[src/rtl/slowclk_tick_rx_if.sv]
// Slow-clock receiver bundle: raw slow clock in; ticks, period measurement and status out.
// master is the receiver side, slave is the consumer that sources clk_slow and reads results.
interface slowclk_tick_rx_if #(
  parameter int CNT_W = 27
);
  logic             clk_slow;
  logic             tick_rise;
  logic             tick_fall;
  logic [CNT_W-1:0] period;
  logic             period_valid;
  logic             stalled;
  logic [15:0]      edge_count;

  modport master (
    input  clk_slow,
    output tick_rise, tick_fall, period, period_valid, stalled, edge_count
  );

  modport slave (
    output clk_slow,
    input  tick_rise, tick_fall, period, period_valid, stalled, edge_count
  );
endinterface

[src/rtl/slowclk_tick_rx.sv]
// Brings an asynchronous slow clock into clk_100MHz as rise/fall enable ticks, measures its period and flags a stall.
// Optional macro GLITCH_FILTER_EN: the synchronized level must hold FILTER_LEN cycles before it is accepted.
module slowclk_tick_rx #(
  parameter int SYNC_STAGES = 2,
  parameter int CNT_W       = 27,
  parameter int TIMEOUT     = 12_000_000,
  parameter int FILTER_LEN  = 4
) (
  input  logic             clk_100MHz,
  input  logic             reset,
  slowclk_tick_rx_if.master bus
);

  if (SYNC_STAGES < 2) begin : g_bad_sync
    $error("SYNC_STAGES must be at least 2");
  end
  if (FILTER_LEN < 1) begin : g_bad_filter
    $error("FILTER_LEN must be at least 1");
  end

  typedef enum logic [1:0] {WAIT_FIRST, MEASURE, STALLED} state_t;

  localparam logic [CNT_W-1:0] CNT_MAX  = '1;
  localparam logic [CNT_W-1:0] TMO_LAST = CNT_W'(TIMEOUT - 1);
`ifdef GLITCH_FILTER_EN
  localparam int WARM = SYNC_STAGES + 2;
`else
  localparam int WARM = SYNC_STAGES + 1;
`endif
  localparam int WARM_W = $clog2(WARM + 1);

  state_t                 state, state_nxt;
  logic [SYNC_STAGES-1:0] sync_p;
  logic                   sync_lvl;
  logic                   lvl;
  logic                   prev;
  logic [WARM_W-1:0]      warm;
  logic                   armed;
  logic                   rise, fall;
  logic [CNT_W-1:0]       cnt, cnt_nxt;
  logic [CNT_W-1:0]       period_r, period_nxt;
  logic                   vld_r, vld_nxt;
  logic                   tick_rise_r, tick_fall_r;
  logic [15:0]            edge_cnt;

  // stage 0: synchronizer chain
  always_ff @(posedge clk_100MHz or posedge reset) begin
    if (reset) sync_p <= '0;
    else       sync_p <= {sync_p[SYNC_STAGES-2:0], bus.clk_slow};
  end
  assign sync_lvl = sync_p[SYNC_STAGES-1];

  // Edges are masked until the chain and prev hold real samples, so a level
  // already high at reset release is not mistaken for a rising edge.
  always_ff @(posedge clk_100MHz or posedge reset) begin
    if (reset)       warm <= '0;
    else if (!armed) warm <= warm + WARM_W'(1);
  end
  assign armed = (warm == WARM_W'(WARM));

  // stage 1: optional glitch filter producing the accepted level
`ifdef GLITCH_FILTER_EN
  localparam int FLT_W = $clog2(FILTER_LEN + 1);
  logic [FLT_W-1:0] flt_cnt;

  always_ff @(posedge clk_100MHz or posedge reset) begin
    if (reset) begin
      lvl     <= 1'b0;
      flt_cnt <= '0;
    end else if (!armed) begin
      lvl     <= sync_lvl;
      flt_cnt <= '0;
    end else if (sync_lvl == lvl) begin
      flt_cnt <= '0;
    end else if (flt_cnt == FLT_W'(FILTER_LEN - 1)) begin
      lvl     <= sync_lvl;
      flt_cnt <= '0;
    end else begin
      flt_cnt <= flt_cnt + FLT_W'(1);
    end
  end
`else
  assign lvl = sync_lvl;
`endif

  // stage 2: edge detect
  always_ff @(posedge clk_100MHz or posedge reset) begin
    if (reset) prev <= 1'b0;
    else       prev <= lvl;
  end
  assign rise = armed &  lvl & ~prev;
  assign fall = armed & ~lvl &  prev;

  always_comb begin
    state_nxt  = state;
    cnt_nxt    = (cnt == CNT_MAX) ? cnt : cnt + CNT_W'(1);
    period_nxt = period_r;
    vld_nxt    = vld_r;
    if (rise) begin
      cnt_nxt   = '0;
      state_nxt = MEASURE;
      if (state == MEASURE) begin
        period_nxt = cnt + CNT_W'(1);
        vld_nxt    = 1'b1;
      end
    end else if (state != STALLED && cnt == TMO_LAST) begin
      state_nxt = STALLED;
      vld_nxt   = 1'b0;
    end
  end

  // stage 3: registered ticks, measurement and status
  always_ff @(posedge clk_100MHz or posedge reset) begin
    if (reset) begin
      state       <= WAIT_FIRST;
      cnt         <= '0;
      period_r    <= '0;
      vld_r       <= 1'b0;
      tick_rise_r <= 1'b0;
      tick_fall_r <= 1'b0;
      edge_cnt    <= '0;
    end else begin
      state       <= state_nxt;
      cnt         <= cnt_nxt;
      period_r    <= period_nxt;
      vld_r       <= vld_nxt;
      tick_rise_r <= rise;
      tick_fall_r <= fall;
      if (rise) edge_cnt <= edge_cnt + 16'd1;
    end
  end

  assign bus.tick_rise    = tick_rise_r;
  assign bus.tick_fall    = tick_fall_r;
  assign bus.period       = period_r;
  assign bus.period_valid = vld_r;
  assign bus.stalled      = (state == STALLED);
  assign bus.edge_count   = edge_cnt;

endmodule
[src/flat_wrapper.sv]
// flat-port wrapper written by rule: the top's interface ports become plain ports
module slowclk_tick_rx_flat 
#(
  parameter int SYNC_STAGES = 2,
  parameter int CNT_W       = 27,
  parameter int TIMEOUT     = 12_000_000,
  parameter int FILTER_LEN  = 4
)
  (clk_100MHz, reset, bus_clk_slow, bus_tick_rise, bus_tick_fall, bus_period, bus_period_valid, bus_stalled, bus_edge_count);
  slowclk_tick_rx_if #(.CNT_W(CNT_W)) bus_i ();
  input  logic clk_100MHz;
  input  logic reset;
  input wire logic [$bits(bus_i.clk_slow)-1:0] bus_clk_slow;
  output wire logic [$bits(bus_i.tick_rise)-1:0] bus_tick_rise;
  output wire logic [$bits(bus_i.tick_fall)-1:0] bus_tick_fall;
  output wire logic [$bits(bus_i.period)-1:0] bus_period;
  output wire logic [$bits(bus_i.period_valid)-1:0] bus_period_valid;
  output wire logic [$bits(bus_i.stalled)-1:0] bus_stalled;
  output wire logic [$bits(bus_i.edge_count)-1:0] bus_edge_count;
  assign bus_i.clk_slow = bus_clk_slow;
  assign bus_tick_rise = bus_i.tick_rise;
  assign bus_tick_fall = bus_i.tick_fall;
  assign bus_period = bus_i.period;
  assign bus_period_valid = bus_i.period_valid;
  assign bus_stalled = bus_i.stalled;
  assign bus_edge_count = bus_i.edge_count;
  slowclk_tick_rx #(.SYNC_STAGES(SYNC_STAGES), .CNT_W(CNT_W), .TIMEOUT(TIMEOUT), .FILTER_LEN(FILTER_LEN)) u_core (.clk_100MHz(clk_100MHz), .reset(reset), .bus(bus_i));
endmodule
[config.mk]
export PLATFORM = sky130hd
export DESIGN_NAME = slowclk_tick_rx_flat
export DESIGN_NICKNAME = d
export VERILOG_FILES = /design/src/rtl/slowclk_tick_rx_if.sv /design/src/rtl/slowclk_tick_rx.sv /design/src/flat_wrapper.sv
export SDC_FILE = /design/constraint.sdc
export NUM_CORES = 1
export LEC_CHECK = 0
export ABC_AREA = 0
export CORE_UTILIZATION = 54
export DETAILED_ROUTE_END_ITERATION = 12
export GPL_ROUTABILITY_DRIVEN = 0
export PLACE_DENSITY = 0.79
export SYNTH_ARGS = -nofsm -noshare
export SYNTH_HDL_FRONTEND = slang
export SYNTH_SLANG_ARGS = --single-unit
[constraint.sdc]
create_clock -name clk_100MHz -period 3.7 [get_ports clk_100MHz]
set_clock_uncertainty 0.15 [all_clocks]
set_input_delay 0.555 -clock clk_100MHz [delete_from_list [all_inputs] [get_ports clk_100MHz]]
set_output_delay 0.555 -clock clk_100MHz [all_outputs]
set_load 0.02 [all_outputs]
==> results.py <==
metrics = {
    "timing": {
        "finalCriticalPeriod_ps": 2720,
        "rsz0062_at_grt": "false",
        "max_freq_mhz": 367.7,
        "period_share_pct": 73.51,
        "final_max_slew_viol_count": 0,
        "setup_tns_ps": 0,
        "hold_viol_final": 0,
        "setup_viol": 0,
        "worstMarginPinSlew_ps": 785.0,
        "slew_headroom_pct": 47.59,
    },
    "clock_network": {
        "ctsLongestPathBuffers": 2,
        "clock_sinks": 80,
        "cts_tree": "done",
        "root_buffer": "clkbuf_8",
        "cts_buffers": 9,
        "ctsHoldBuffers": 0,
        "clk_latency_ps": 350,
        "cts_resized": 0,
        "clk_pin_slew_ps": 80,
        "cts_max_level": 3,
        "cts_setup_buffers": 0,
    },
    "setup_path": {
        "crit_start": "u_core.cnt[0]",
        "worstRegToRegCells": 6,
        "critPathKind": "reg2reg",
        "critPathRequiredTime_ps": 3820,
        "critical_path.max_fanout": 19,
        "critPathLaunchType": "flip-flop",
        "r2r_start": "u_core.cnt[0]",
        "endpoint_kind": "flip-flop",
        "arrival_ps": 2830,
    },
    "finish": {
        "final_cell_area_um2": 4219,
        "antenna_cells": 0,
        "final_util_pct": 70.02,
        "areaGrowthSynthToFinish_pct": 22.31,
        "drive_gt1_share_pct": 8.136,
        "final_cells": 456,
        "fin_nets": 382,
    },
    "yosys": {
        "avgSynthCellArea_um2": 10.61,
        "ys_types": 34,
        "synthMostInstantiatedCell": "dfrtp_1",
        "synth_cells": 325,
        "synth_xor_area_share_pct": 10.66,
        "yosys-top-cells-area": "dfrtp_1 58%, xnor2_1 6.3%, a21oi_1 5.8%",
        "yosys.area.top_type": "dfrtp_1",
        "synth-warning-count": 0,
        "yosysSeqAreaShare_pct": 58.03,
        "synth_commonest_cells": "80 x dfrtp_1, 44 x nor2_1, 40 x a21oi_1",
        "synth.net_count": 331,
        "synth_top_family_by_area": "simple AND/OR/NAND/NOR gates",
        "synth_fa_ha_area_share_pct": 1.088,
        "synth-simple-area-share_pct": 17.56,
        "ys_async_sr_fraction_pct": 100.0,
        "synth_seq_cells": 80,
        "synthMuxAreaShare_pct": 1.850,
        "yosys_most_used_dff": "dfrtp_1",
        "yosys.area.top_type_share_pct": 58.03,
        "synth_compound_area_share_pct": 8.451,
        "syn_area_um2": 3450,
        "synth_edf_count": 0,
    },
    "floorplanning": {
        "die_h_um": 81.93,
        "row_count": 28,
        "ios": 50,
        "die_x_um": 81.93,
        "dieArea_um2": 6712,
        "coreArea_um2": 6026,
        "initial_utilization_pct": 57.25,
    },
    "grt": {
        "grt_pass1_wl_mm": 10.89,
        "overflow": 0,
        "grt_pass1_vias": 2380,
        "antenna_found_initial": 0,
        "grt_start_max_net_pins": 45,
        "track_usage_pct": 21.70,
    },
    "power": {
        "power_density_nw_per_um2": 503.3,
        "p_sw_mw": 0.6133,
        "power_frac_seq_pct": 49.6,
        "p_leak_nw": 1.816,
        "ir_drop_v": 0.0004081,
        "switching_share_pct": 28.88,
        "internal_power_mw": 1.510,
        "clockPowerShare_pct": 29.9,
        "combPwrFrac_pct": 20.5,
    },
    "route": {
        "viasPerCell": 5.502,
        "wl_met1_mm": 3.030,
        "post_drt_wl_per_cell_um": 14.16,
        "route.detailed.drc": 0,
        "drtIter0Drc": 205,
        "wl_mm": 6.456,
        "top_layer": "met4",
        "final_antenna_net_count": 0,
        "drtPass1Iterations": 4,
        "wl_met2_mm": 3.018,
        "dr_wl_met3_um": 290,
        "dr_total_vias": 2509,
    },
    "min_path": {
        "whs_path_depth": 0,
        "hold_class": "reg2reg",
        "hp-start": "u_core.sync_p[0]",
    },
    "place": {
        "place_area_um2": 4021,
        "hpwl_mm": 4.435,
        "place_inst": 440,
        "portBuffers": 49,
    },
    "run_status": {
        "status": "finished, final reports clean",
    },
    "run": {
        "cap_violations": 0,
    },
}
cell type report:
type | count | area, µm²
Clock inverter | 5 | 56.30
Fill cell | 461 | 1807
Clock buffer | 11 | 141.4
Multi-Input combinational cell | 226 | 1366
Timing Repair Buffer | 54 | 540.5
Tap cell | 75 | 93.84
Inverter | 5 | 18.77
Sequential cell | 80 | 2002
power by group through the flow:
stage	clock network (mW)	logic (mW)	registers (mW)
after floorplan	0	0.144	1.16
final	0.635	0.436	1.05
after CTS	0.649	0.442	1.05
after global routing	0.687	0.471	1.07
after global placement	0	0.430	1.06
after detailed placement	0	0.441	1.07
worst max-delay path: stages, from the launching register on:
cell and delay, ps:
dfrtp_1 470, ha_1 280, inv_1 90, or4b_1 640, or4_4 610, and2_4 220, a211oi_2 190
stage by stage:
stage	hold WS [ps]	total power [mW]	setup WS, ps
2_1_floorplan	181.2	1.299	943.3
3_3_place_gp	184.2	1.495	1072
3_5_place_dp	186.4	1.510	1006
4_1_cts	205.2	2.143	994.1
5_1_grt	211.1	2.225	884.9
6_report	202.1	2.123	980.2
logic make-up after synthesis:
family	after synthesis
xor+xnor	42
buf+inv	19
flops	80
compound gates	53
fa+ha+maj	3
simple gates	122
mux	6
placed cells by master, fill, tap and decap left out, types with 2 or more instances in the layout:
cell type / synthesis / layout
a21oi_1: 40 / 40
and3_1: 12 / 12
and3b_1: 2 / 2
buf_4: 0 / 4
clkbuf_8: 0 / 10
clkdlybuf4s50_1: 0 / 49
clkinv_2: 0 / 2
dfrtp_1: 80 / 80
ha_1: 3 / 3
inv_1: 5 / 4
mux2_2: 3 / 3
mux2i_1: 3 / 3
nand2_1: 19 / 19
nand3_1: 15 / 15
nand4_1: 10 / 10
nor2_1: 44 / 44
nor3_1: 7 / 7
nor4_1: 6 / 6
o21a_1: 2 / 2
o21ai_0: 6 / 6
xnor2_1: 25 / 25
xor2_1: 17 / 17
worst paths after layout:
| kind | slack [ps] | endpoint |
|---|---|---|
| min in group asynchronous | 520 | u_core.sync_p[0] |
| max in group asynchronous | 2200 | u_core.cnt[18] |
| max reg2reg | 980 | u_core.cnt[18] |
| min | 200 | u_core.sync_p[1] |
| max | 980 | u_core.cnt[18] |
| min reg2reg | 200 | u_core.sync_p[1] |
routing by layer:
metal  vias to the layer above  track usage (%)
li1                       1216                -
met1                      1212            29.80
met2                        72            33.22
met3                         9            4.222
met4                         0            10.00
met5                         -                0
flip-flops by register name (all words and copies together) (netlist names):
name and flops:
u_core.state 2, u_core.bus.tick_fall 1, u_core.warm 2, u_core.bus.period 27
u_core.cnt 27, u_core.prev 1, u_core.bus.period_valid 1, u_core.bus.tick_rise 1
u_core.bus.edge_count 16, u_core.sync_p 2
(Power assumes the default switching activity.)
